==> config.mk <==
export PLATFORM = sky130hd
export DESIGN_NAME = riscv_core_hazard
export DESIGN_NICKNAME = d
export VERILOG_FILES = /design/src/rtl/riscv_core_pkg.sv /design/src/rtl/riscv_core_hazard_match.sv /design/src/rtl/riscv_core_hazard.sv
export SDC_FILE = /design/constraint.sdc
export NUM_CORES = 1
export LEC_CHECK = 0
export ABC_AREA = 1
export BUFFER_PORTS_ARGS = -buffer_cell sky130_fd_sc_hd__buf_2
export CORE_ASPECT_RATIO = 1.4
export CORE_MARGIN = 4
export CORE_UTILIZATION = 46
export CTS_CLUSTER_SIZE = 20
export DETAILED_ROUTE_END_ITERATION = 16
export PLACE_DENSITY = 0.7
export SETUP_SLACK_MARGIN = 0.2
export SYNTH_ARGS = -nofsm -noshare
export SYNTH_HDL_FRONTEND = slang
export SYNTH_HIERARCHICAL = 1
export SYNTH_SLANG_ARGS = --single-unit
==> constraint.sdc <==
create_clock -name clk -period 1.45 [get_ports clk]
set_input_delay 0.2175 -clock clk [delete_from_list [all_inputs] [get_ports clk]]
set_output_delay 0.2175 -clock clk [all_outputs]
set_load 0.005 [all_outputs]
==> src/rtl/riscv_core_pkg.sv <==
// Shared types and constants for the pipeline hazard controller.
//   hz_state_t      : interlock FSM encoding (RUN=00, LOAD_STALL=01, FLUSH=10)
//   FWD_*           : EX operand source selects driven on id_fwd_rs1/id_fwd_rs2
//   shadow_entry_t  : destination-register info tracked for EX, MEM and WB
package riscv_core_pkg;

  localparam int RF_IDX_W = 5;

  typedef enum logic [1:0] {
    RUN        = 2'b00,
    LOAD_STALL = 2'b01,
    FLUSH      = 2'b10
  } hz_state_t;

  localparam logic [1:0] FWD_RF  = 2'b00;
  localparam logic [1:0] FWD_EX  = 2'b01;
  localparam logic [1:0] FWD_MEM = 2'b10;
  localparam logic [1:0] FWD_WB  = 2'b11;

  typedef struct packed {
    logic                valid;
    logic [RF_IDX_W-1:0] rd;
    logic                wr;
    logic                load;
  } shadow_entry_t;

  localparam shadow_entry_t SHADOW_EMPTY = '0;

endpackage

==> src/rtl/riscv_core_hazard_match.sv <==
// Source-register versus shadow-entry comparator.
//   entry_valid/entry_wr/entry_rd : one shadow pipeline entry
//   rs, rs_used                   : one source operand of the instruction in ID
//   hit                           : the entry will write the register ID reads
// x0 is hard-wired zero, so an entry targeting it never matches.
module riscv_core_hazard_match #(
  parameter int REG_AW = 5
) (
  input  logic              entry_valid,
  input  logic              entry_wr,
  input  logic [REG_AW-1:0] entry_rd,
  input  logic [REG_AW-1:0] rs,
  input  logic              rs_used,
  output logic              hit
);

  assign hit = entry_valid & entry_wr & rs_used
             & (entry_rd != '0) & (entry_rd == rs);

endmodule

==> src/rtl/riscv_core_hazard.sv <==
// Interlock and forwarding controller for the 5-stage core (IF ID EX MEM WB).
// Keeps a shadow copy of {valid, rd, wr, load} for EX, MEM and WB and derives:
//   id_fwd_rs1/2 : EX operand source (00 RF, 01 EX, 10 MEM, 11 WB)
//   id_stall     : hold PC and IF/ID
//   id_bubble    : inject a NOP into EX
//   if_flush     : discard the instructions in IF/ID
//   hz_state     : FSM state for debug
// Inputs: ID decode fields, ex_branch_taken from EX, stall_back from MEM.
// All outputs are forced to 0 while rst is high.
module riscv_core_hazard
  import riscv_core_pkg::*;
#(
  parameter int REG_AW       = RF_IDX_W,
  parameter int FLUSH_CYCLES = 2
) (
  input  logic              clk,
  input  logic              rst,
  input  logic              id_valid,
  input  logic [REG_AW-1:0] id_rs1,
  input  logic [REG_AW-1:0] id_rs2,
  input  logic              id_rs1_used,
  input  logic              id_rs2_used,
  input  logic [REG_AW-1:0] id_rd,
  input  logic              id_rd_wr,
  input  logic              id_is_load,
  input  logic              ex_branch_taken,
  input  logic              stall_back,
  output logic [1:0]        id_fwd_rs1,
  output logic [1:0]        id_fwd_rs2,
  output logic              id_stall,
  output logic              id_bubble,
  output logic              if_flush,
  output logic [1:0]        hz_state
);

  localparam int CNT_W = (FLUSH_CYCLES > 1) ? $clog2(FLUSH_CYCLES) : 1;

  hz_state_t          state_reg, state_next;
  logic [CNT_W-1:0]   cnt_reg, cnt_next;
  logic               bubble_reg, flush_reg;
  logic               stall_comb, bubble_comb, flush_comb;

  // Index 0 = EX, 1 = MEM, 2 = WB.
  shadow_entry_t      shadow_reg [3];
  shadow_entry_t      ex_next;

  logic [REG_AW-1:0]  rs_vec      [2];
  logic               rs_used_vec [2];
  logic               hit         [2][3];
  logic [1:0]         fwd_sel     [2];
  logic               load_use;
  logic               issue;

  assign rs_vec[0]      = id_rs1;
  assign rs_vec[1]      = id_rs2;
  assign rs_used_vec[0] = id_rs1_used;
  assign rs_used_vec[1] = id_rs2_used;

  generate
    for (genvar gi = 0; gi < 2; gi++) begin : g_src
      for (genvar gs = 0; gs < 3; gs++) begin : g_stage
        riscv_core_hazard_match #(.REG_AW(REG_AW)) u_match (
          .entry_valid (shadow_reg[gs].valid),
          .entry_wr    (shadow_reg[gs].wr),
          .entry_rd    (shadow_reg[gs].rd),
          .rs          (rs_vec[gi]),
          .rs_used     (rs_used_vec[gi]),
          .hit         (hit[gi][gs])
        );
      end
    end
  endgenerate

  // A load in EX has no data yet; it is skipped for forwarding and
  // turns into a load-use interlock instead.
  always_comb begin
    for (int s = 0; s < 2; s++) begin
      fwd_sel[s] = FWD_RF;
      if (hit[s][0] && !shadow_reg[0].load) begin
        fwd_sel[s] = FWD_EX;
      end else if (hit[s][1]) begin
        fwd_sel[s] = FWD_MEM;
      end else if (hit[s][2]) begin
        fwd_sel[s] = FWD_WB;
      end
    end
  end

  assign load_use = id_valid & shadow_reg[0].load & (hit[0][0] | hit[1][0]);

  // Next state and control. stall_back freezes everything and replays the
  // previous bubble/flush values, so EX sees a consistent control word.
  always_comb begin
    state_next  = state_reg;
    cnt_next    = cnt_reg;
    stall_comb  = 1'b0;
    bubble_comb = 1'b0;
    flush_comb  = 1'b0;
    if (stall_back) begin
      stall_comb  = 1'b1;
      bubble_comb = bubble_reg;
      flush_comb  = flush_reg;
    end else begin
      case (state_reg)
        RUN: begin
          if (ex_branch_taken) begin
            // The branch cycle itself is the first flush cycle.
            flush_comb  = 1'b1;
            bubble_comb = 1'b1;
            if (FLUSH_CYCLES > 1) begin
              state_next = FLUSH;
              cnt_next   = CNT_W'(FLUSH_CYCLES - 1);
            end
          end else if (load_use) begin
            stall_comb  = 1'b1;
            bubble_comb = 1'b1;
            state_next  = LOAD_STALL;
          end
        end
        LOAD_STALL: begin
          state_next = RUN;
        end
        FLUSH: begin
          flush_comb  = 1'b1;
          bubble_comb = 1'b1;
          cnt_next    = cnt_reg - CNT_W'(1);
          if (cnt_reg <= CNT_W'(1)) begin
            state_next = RUN;
          end
        end
        default: begin
          state_next = RUN;
        end
      endcase
    end
  end

  assign issue = id_valid & ~stall_comb & (state_reg != FLUSH) & ~ex_branch_taken;

  always_comb begin
    ex_next = SHADOW_EMPTY;
    if (issue) begin
      ex_next.valid = 1'b1;
      ex_next.rd    = id_rd;
      ex_next.wr    = id_rd_wr;
      ex_next.load  = id_is_load;
    end
  end

  always_ff @(posedge clk) begin
    if (rst) begin
      state_reg  <= RUN;
      cnt_reg    <= '0;
      bubble_reg <= 1'b0;
      flush_reg  <= 1'b0;
      for (int i = 0; i < 3; i++) begin
        shadow_reg[i] <= SHADOW_EMPTY;
      end
    end else if (!stall_back) begin
      state_reg     <= state_next;
      cnt_reg       <= cnt_next;
      bubble_reg    <= bubble_comb;
      flush_reg     <= flush_comb;
      shadow_reg[0] <= ex_next;
      shadow_reg[1] <= shadow_reg[0];
      shadow_reg[2] <= shadow_reg[1];
    end
  end

  // Outside RUN, EX only ever holds a bubble, so it cannot resolve a branch.
  always_ff @(posedge clk) begin
    if (!rst && !stall_back && state_reg != RUN) begin
      assert (!ex_branch_taken);
    end
  end

  assign id_fwd_rs1 = rst ? FWD_RF : fwd_sel[0];
  assign id_fwd_rs2 = rst ? FWD_RF : fwd_sel[1];
  assign id_stall   = ~rst & stall_comb;
  assign id_bubble  = ~rst & bubble_comb;
  assign if_flush   = ~rst & flush_comb;
  assign hz_state   = rst ? 2'b00 : state_reg;

endmodule
[Yosys cells after proc, flatten, opt, wreduce, memory -nomap -nowiden]
Memory sizes are Yosys's and may differ from the RTL's.
Index checks and enable logic that the tools add are counted.
Cells by class
  magnitude comparators: 1
  equal/unequal tests: 11
  multiplexer cells: 34
  bitwise operators: 37
  reduce and logical (&&, ||, !) cells: 10
  add/subtract/negate cells: 1
Operators by type and width (number)
  $mux W8: 4
  $eq A5 B5 Y1: 6
  $and A1 B1 Y1: 29
  $mux W2: 12
  $reduce_bool A5 Y1: 3
  $mux W1: 14
  $ne A2 B2 Y1 const B: 3
  $pmux W1 S2: 3
  $reduce_and A3 Y1: 2
  $not A1 Y1: 4
  $or A1 B1 Y1: 4
  $pmux W2 S2: 1
  $ne A3 B3 Y1 const B: 1
  $eq A2 B2 Y1 const B: 1
  $logic_and A1 B1 Y1: 2
  $logic_not A2 Y1: 1
  $reduce_bool A2 Y1: 1
  $le A1 B1 Y1 const B: 1
  $logic_not A1 Y1: 1
  $sub A1 B1 Y1 const B: 1
Storage, ports and cells
  register bits after elaboration: 5
  bits of input ports: 24
  memories: 1
  memory bits (writable): 24
Memories
  shadow_reg: depth 3, width 8, read ports 3, clocked after memory_dff 0, write ports 3, line riscv_core_hazard.sv:44  | shadow_entry_t shadow_reg [3];

[Logic depth before layout (Yosys ltp)]
Gate-level depths: netlist of run 1.
  word-level depth: 16
  depth in mapped cells: 11

[Hierarchy]
Netlist of run 1, hierarchy kept.
By module, submodules not included
  riscv_core_hazard: instances 1, seq. area each 740.7 µm², area an instance 1183.6 µm², cells each 125
  riscv_core_hazard_match: instances 6, seq. area each 0.0 µm², area an instance 128.9 µm², cells each 33

[Least setup slack after synthesis of run 1]
OpenSTA, ideal clock, no wires.
  kind: reg-to-reg
  start: memory shadow_reg[0][6] (netlist bit)
  end: memory shadow_reg[0][0] (netlist bit), data pin
  path slack: -0.083 ns
  arrival time: 1.279 ns
  clock period less this slack: 1.533 ns
  cell stages (with the launch flop): 11
  buffers on the path: 0
  cell sequence: edfxtp_1 -> inv_1 -> nand2_1 -> a21oi_1 -> nand2_1 -> nor2_1 -> nor2_1 -> nor2_1 -> nand2_1 -> nand3_4 -> nor2_1
RTL lines (line)
  from (decl): riscv_core_hazard.sv:44

==> flow_summary.json, run 1 <==
{
  "crit_arrival_ps": 1840,
  "io_pins": 33,
  "final.fill_count": 366,
  "startpoint": "shadow_reg[0][6]",
  "grtUsageMet1": 0.183,
  "slowest_stage": "edfxtp_1",
  "holdBufCountCts": 0,
  "port_buffers": 32,
  "vias": 1998,
  "area_delta_synth_final_pct": 30.6,
  "final.setup.worst_slack_ps": -608,
  "peakVddDrop_mv": 0.699,
  "num_rows": 27,
  "final_antenna_net_count": 0,
  "power.density_mw_per_mm2": 732,
  "hold_viol": 0,
  "gr-total-overflow": 0,
  "fin_crit_ps": 2060,
  "wire_per_inst_um": 10.8,
  "place_inst": 412,
  "final_nets": 411,
  "synth_area_mm2": 0.00196,
  "grt_use_met3": 0.0172,
  "r2r_setup_slack_ps": -410,
  "grt_pass1_wl_um": 7780,
  "synth-seq-cells": 26,
  "syn_nets": 347,
  "clock_skew_ps": 3.34,
  "status": "finished with violations",
  "drive_gt1_frac": 0.251,
  "grt_usage": 0.178,
  "synth_area_per_cell_um2": 6.06,
  "fin_area_mm2": 0.00256,
  "critical_path_class": "reg2out",
  "fmax_mhz": 486,
  "startpoint_type": "flip-flop",
  "antenna_found_initial": 0,
  "power.total_w": 0.00187,
  "stdcell_count": 429,
  "fin_hold_ws_ps": 188,
  "layout_common_cells": "99 x nand2_1, 89 x inv_1, 52 x nor2_1",
  "dpl_cell_area_mm2": 0.00229,
  "period_share": 1.42,
  "r2r_end": "shadow_reg[0][1]",
  "hold_class": "in2reg",
  "ys_seq_area_frac": 0.379,
  "top_usage_layer": "met2",
  "rsz0062_at_grt": "true",
  "drt_pass1_iterations": 4,
  "cts_root_buffer": "clkbuf_8",
  "cts.sinks": 26,
  "r2r_start": "shadow_reg[0][6]",
  "cts_inserted_buffers": 3,
  "layout_commonest_cell": "nand2_1",
  "drv_cap": 0,
  "cts_tree": "done",
  "slew_headroom": 0.819,
  "worstMarginPinSlew_ps": 272,
  "netlist_instances": 323,
  "met2_usage": 0.357,
  "wl_um": 4620,
  "maxSlewViolCount": 0,
  "critPathMostFrequentCell": "nor2_2",
  "clk_latency_ps": 270,
  "critical_path.max_stage_delay_ps": 480,
  "power_leakage_nw": 1.38,
  "critPathCapture": "id_stall",
  "drc": 0,
  "grt_max_degree": 16,
  "path_clk_slew_ps": 90,
  "crit_fanout": 4,
  "globalplace.congestion": 0.830,
  "drt_iter0_drc": 87,
  "dp_hpwl_um": 3490,
  "core_mm2": 0.00402,
  "initial_core_util": 0.487,
  "viasPerCell": 4.66,
  "cp_cell_sequence": "inv_2 -> nand2_2 -> a21oi_2 -> nand2_1 -> nor2_2 -> nor2_2 -> nor2_2 -> nand2_2 -> a21oi_2 -> buf_2",
  "synthDistinctLibCells": 18,
  "grt_pass1_vias": 1957,
  "die_y_um": 85.2,
  "dieArea_mm2": 0.00538,
  "antenna_cells": 0,
  "ys_warn_count": 6,
  "worst-path-buf-inv": 2,
  "crit_path_end_kind": "output pin",
  "cp_top_family": "simple AND/OR/NAND/NOR gates",
  "setup_viol": 17,
  "critPathRequiredTime_ps": 1230,
  "htree_levels": 1,
  "die_x_um": 63.1,
  "largest_register_ffs": 22,
  "path_depth": 10,
  "r2r_cells": 11,
  "cts_buffer_depth": 2,
  "violations": "negative setup slack"
}
==> synthesized netlist by cell type <==
| library cell | instances | share of area |
|---|---|---|
| inv_1 | 93 | 0.18 |
| nand2_2 | 1 | 0.0032 |
| dfxtp_1 | 4 | 0.041 |
| buf_6 | 1 | 0.0058 |
| a21boi_1 | 1 | 0.0038 |
| a22oi_1 | 1 | 0.0038 |
| a21oi_1 | 9 | 0.023 |
| nor2_2 | 1 | 0.0032 |
| nand3_1 | 8 | 0.020 |
| nand4_1 | 6 | 0.019 |
| o21a_1 | 2 | 0.0077 |
| o21ai_0 | 4 | 0.010 |
| nand2_1 | 105 | 0.20 |
| buf_4 | 1 | 0.0038 |
| edfxtp_1 | 22 | 0.34 |
| nor2_4 | 2 | 0.012 |
| nand3_4 | 1 | 0.0090 |
| nor2_1 | 61 | 0.12 |
==> worst min path at each step <==
stage,start,to,cells past startpoint
3_5_place_dp,ex_branch_taken,state_reg[1],3
2_1_floorplan,ex_branch_taken,state_reg[1],2
4_1_cts,ex_branch_taken,state_reg[1],3
5_1_grt,ex_branch_taken,state_reg[1],3
6_report,ex_branch_taken,state_reg[1],3
3_3_place_gp,ex_branch_taken,state_reg[1],3
==> power breakdown <==
part | switching (W) | internal, W | total, W
combinational | 0.000212 | 0.000165 | 0.000377
sequential | 0.0000439 | 0.000850 | 0.000894
clock | 0.000229 | 0.000370 | 0.000599
total | 0.000486 | 0.00139 | 0.00187
==> per-stage QoR <==
step           utilization  setup WS (ps)  TNS, ps
2_1_floorplan            -          -81.7     -705
3_3_place_gp         0.570           -295    -3090
3_5_place_dp         0.570           -325    -3470
4_1_cts              0.619           -505    -5360
5_1_grt              0.636           -755    -9280
6_report             0.636           -608    -6810
==> cells by family (layout without fill, tap and decap cells) <==
group                  after synthesis  in the layout  share of synthesized area
buffers and inverters               95            158                      0.188
flip-flops                          26             26                      0.379
AO/OA/AOI/OAI                       17             17                     0.0486
AND/OR/NAND/NOR                    185            185                      0.385
==> metal layers <==
layer	wire length, um	vias up	part of all wire
li1	-	1066	-
met1	1850	874	0.40
met2	2450	45	0.53
met3	191	13	0.041
met4	135	0	0.029
met5	0	-	0
==> timing repair <==
action,4_1_cts,5_1_grt
pin swaps,12,10
setup endpoints to repair,18,20
buffers inserted,10,3
gates cloned,0,0
resized for setup,19,17
endpoints found under the hold margin,0,0
==> cell type report <==
class / instances / area (um2) / area share
Multi-Input combinational cell: 202 / 935 / 0.366
Tap cell: 43 / 53.8 / 0.0210
Sequential cell: 26 / 746 / 0.292
Clock buffer: 3 / 41.3 / 0.0162
Inverter: 93 / 349 / 0.137
Timing Repair Buffer: 61 / 402 / 0.157
Clock inverter: 1 / 30.0 / 0.0117
==> worst register-to-register path, cell delays in order (launching register included) <==
cell	delay, ps
edfxtp_1	480
inv_2	120
nand2_2	60
a21oi_2	130
nand2_1	70
nor2_2	140
nor2_2	50
nor2_2	170
nand2_2	110
buf_6	130
nand3_4	100
nor2_1	60
No activity file was read; power rests on OpenSTA's default activity.
==> inputs of run 2 (changes only) <==
--- a/config.mk
+++ b/config.mk
@@ -13,6 +13,7 @@
 export CTS_CLUSTER_SIZE = 20
 export DETAILED_ROUTE_END_ITERATION = 16
 export PLACE_DENSITY = 0.7
+export REMOVE_ABC_BUFFERS = 1
 export SETUP_SLACK_MARGIN = 0.2
 export SYNTH_ARGS = -nofsm -noshare
 export SYNTH_HDL_FRONTEND = slang
==> run 2 against run 1 <==
Against the previous run:
- the flow still finishes with violations (negative setup slack)
- register-to-register slack got worse by 90 ps
- largest power group unchanged
- die area unchanged
- global-route usage up 1.4 points
- clock skew about the same
- final cell count is 1.2% higher
- largest cell class unchanged
- first-iteration DRC count up 16%
- wire length rose by 6.9%
- maximum frequency up 4.1%
- utilization is 0.56 points higher
- worst setup slack better by 80 ps
- sequential power hardly changed
- critical path depth did not move
==> flow_summary.json, run 2 (synthesis results as in run 1) <==
{
  "final.setup.worst_slack_ps": -528,
  "final_nets": 416,
  "critical_path.max_stage_delay_ps": 480,
  "htree_levels": 1,
  "crit_arrival_ps": 1760,
  "startpoint_type": "flip-flop",
  "critPathRequiredTime_ps": 1230,
  "power.density_mw_per_mm2": 666,
  "period_share": 1.36,
  "antenna_cells": 0,
  "drt_iter0_drc": 101,
  "drc": 0,
  "core_mm2": 0.00402,
  "critical_path_class": "reg2out",
  "wire_per_inst_um": 11.4,
  "die_x_um": 63.1,
  "drive_gt1_frac": 0.279,
  "globalplace.congestion": 0.858,
  "crit_path_end_kind": "output pin",
  "grt_usage": 0.192,
  "layout_common_cells": "101 x nand2_1, 87 x inv_1, 44 x nor2_1",
  "die_y_um": 85.2,
  "multi_input_area_um2": 950,
  "cp_cell_sequence": "buf_6 -> nor2_4 -> nand4_1 -> nand2_1 -> nor2_2 -> buf_4 -> inv_2 -> nor2_2 -> o21a_1 -> buf_2",
  "worstMarginPinSlew_ps": 233,
  "final_antenna_net_count": 0,
  "antenna_found_initial": 0,
  "cts_buffer_depth": 2,
  "cp_top_family": "flip-flops",
  "cts_tree": "done",
  "worst-path-buf-inv": 4,
  "viasPerCell": 4.72,
  "place_ws_ps": -350,
  "cts.sinks": 26,
  "largest_register_ffs": 22,
  "regArea_um2": 746,
  "wl_um": 4940,
  "initial_core_util": 0.487,
  "maxSlewViolCount": 0,
  "port_buffers": 32,
  "layout_commonest_cell": "nand2_1",
  "cts_inserted_buffers": 3,
  "cts_root_buffer": "clkbuf_8",
  "hold_viol": 0,
  "fin_hold_ws_ps": 202,
  "slowest_stage": "edfxtp_1",
  "grt_pass1_wl_um": 8340,
  "violations": "negative setup slack",
  "crit_fanout": 6,
  "slew_headroom": 0.844,
  "peakVddDrop_mv": 0.465,
  "final.fill_count": 350,
  "clk_latency_ps": 270,
  "grt_pass1_vias": 2107,
  "grt_max_degree": 17,
  "path_clk_slew_ps": 90,
  "setup-tns-final_ps": -7190,
  "status": "finished with violations",
  "dieArea_mm2": 0.00538,
  "fmax_mhz": 506,
  "holdBufCountCts": 0,
  "fin_crit_ps": 1980,
  "power_leakage_nw": 1.39,
  "dp_hpwl_um": 3700,
  "area_delta_synth_final_pct": 31.8,
  "rsz0062_at_grt": "true",
  "critPathMostFrequentCell": "nor2_2",
  "num_rows": 27,
  "hold_class": "in2reg",
  "drt_pass1_iterations": 4,
  "gr-total-overflow": 0,
  "clock_skew_ps": 3.33,
  "setup_viol": 16,
  "vias": 2048,
  "drv_cap": 0,
  "io_pins": 33
}
[run 2: cell types whose count changed in the layout (fill, tap and decap cells not counted), moves of 2 or more]
cell | previous run | this run
nor2_1 | 52 | 44
nor2_2 | 6 | 14
buf_4 | 25 | 31
inv_1 | 89 | 87
inv_2 | 4 | 6
nand2_1 | 99 | 101
nand2_2 | 6 | 4
[run 2: routing by layer]
layer	wire, um	up-vias	global-route usage
met5	0	-	0
met2	2760	43	0.368
li1	-	1077	-
met3	181	11	0.0318
met4	97	0	0.0904
met1	1900	917	0.199
[run 2: tightest hold or removal path: stages]
cell and delay [ps]:
buf_2 100, nand3_1 70, nand2_1 60
[run 2: metrics by stage]
step / area (um2) / instances / util / power, W
finish: 2580 / 434 / 0.641 / 0.00172
global route: 2580 / 434 / 0.641 / 0.00183
CTS: 2470 / 428 / 0.614 / 0.00171
detailed placement: 2300 / 414 / 0.572 / 0.00124
global placement: 2300 / 414 / 0.572 / 0.00123
floorplan: 1940 / 321 / - / 0.00109
[run 2: where the power goes]
part	total, W	internal [W]	switching (W)	leakage [nW]
Sequential	0.000892	0.000850	0.0000421	0.278
Combinational	0.000393	0.000176	0.000217	1.09
Clock	0.000433	0.000197	0.000236	0.0228
[run 2: repair_timing]
item | in CTS | in global routing
pin swaps | 14 | 17
setup buffers | 10 | 6
gates resized for setup | 21 | 25
endpoints found under the setup margin | 18 | 19
endpoints found under the hold margin | 0 | 0
[run 2: worst paths after layout]
| path | cells past startpoint | end | slack, ps | startpoint |
|---|---|---|---|---|
| worst max-delay path | 10 | id_fwd_rs1[0] | -530 | shadow_reg[0][2] |
| worst min-delay path | 3 | state_reg[1] | 200 | ex_branch_taken |
| worst max register to register | 12 | shadow_reg[0][2] | -500 | shadow_reg[0][5] |
| worst min register to register | 3 | bubble_reg | 610 | state_reg[0] |
[run 2: area by class of cell]
| cell class | count | share of cell area |
|---|---|---|
| Tap cell | 43 | 0.0209 |
| Inverter | 93 | 0.135 |
| Clock buffer | 4 | 0.0175 |
| Multi-Input combinational cell | 202 | 0.368 |
| Timing Repair Buffer | 66 | 0.169 |
| Sequential cell | 26 | 0.289 |
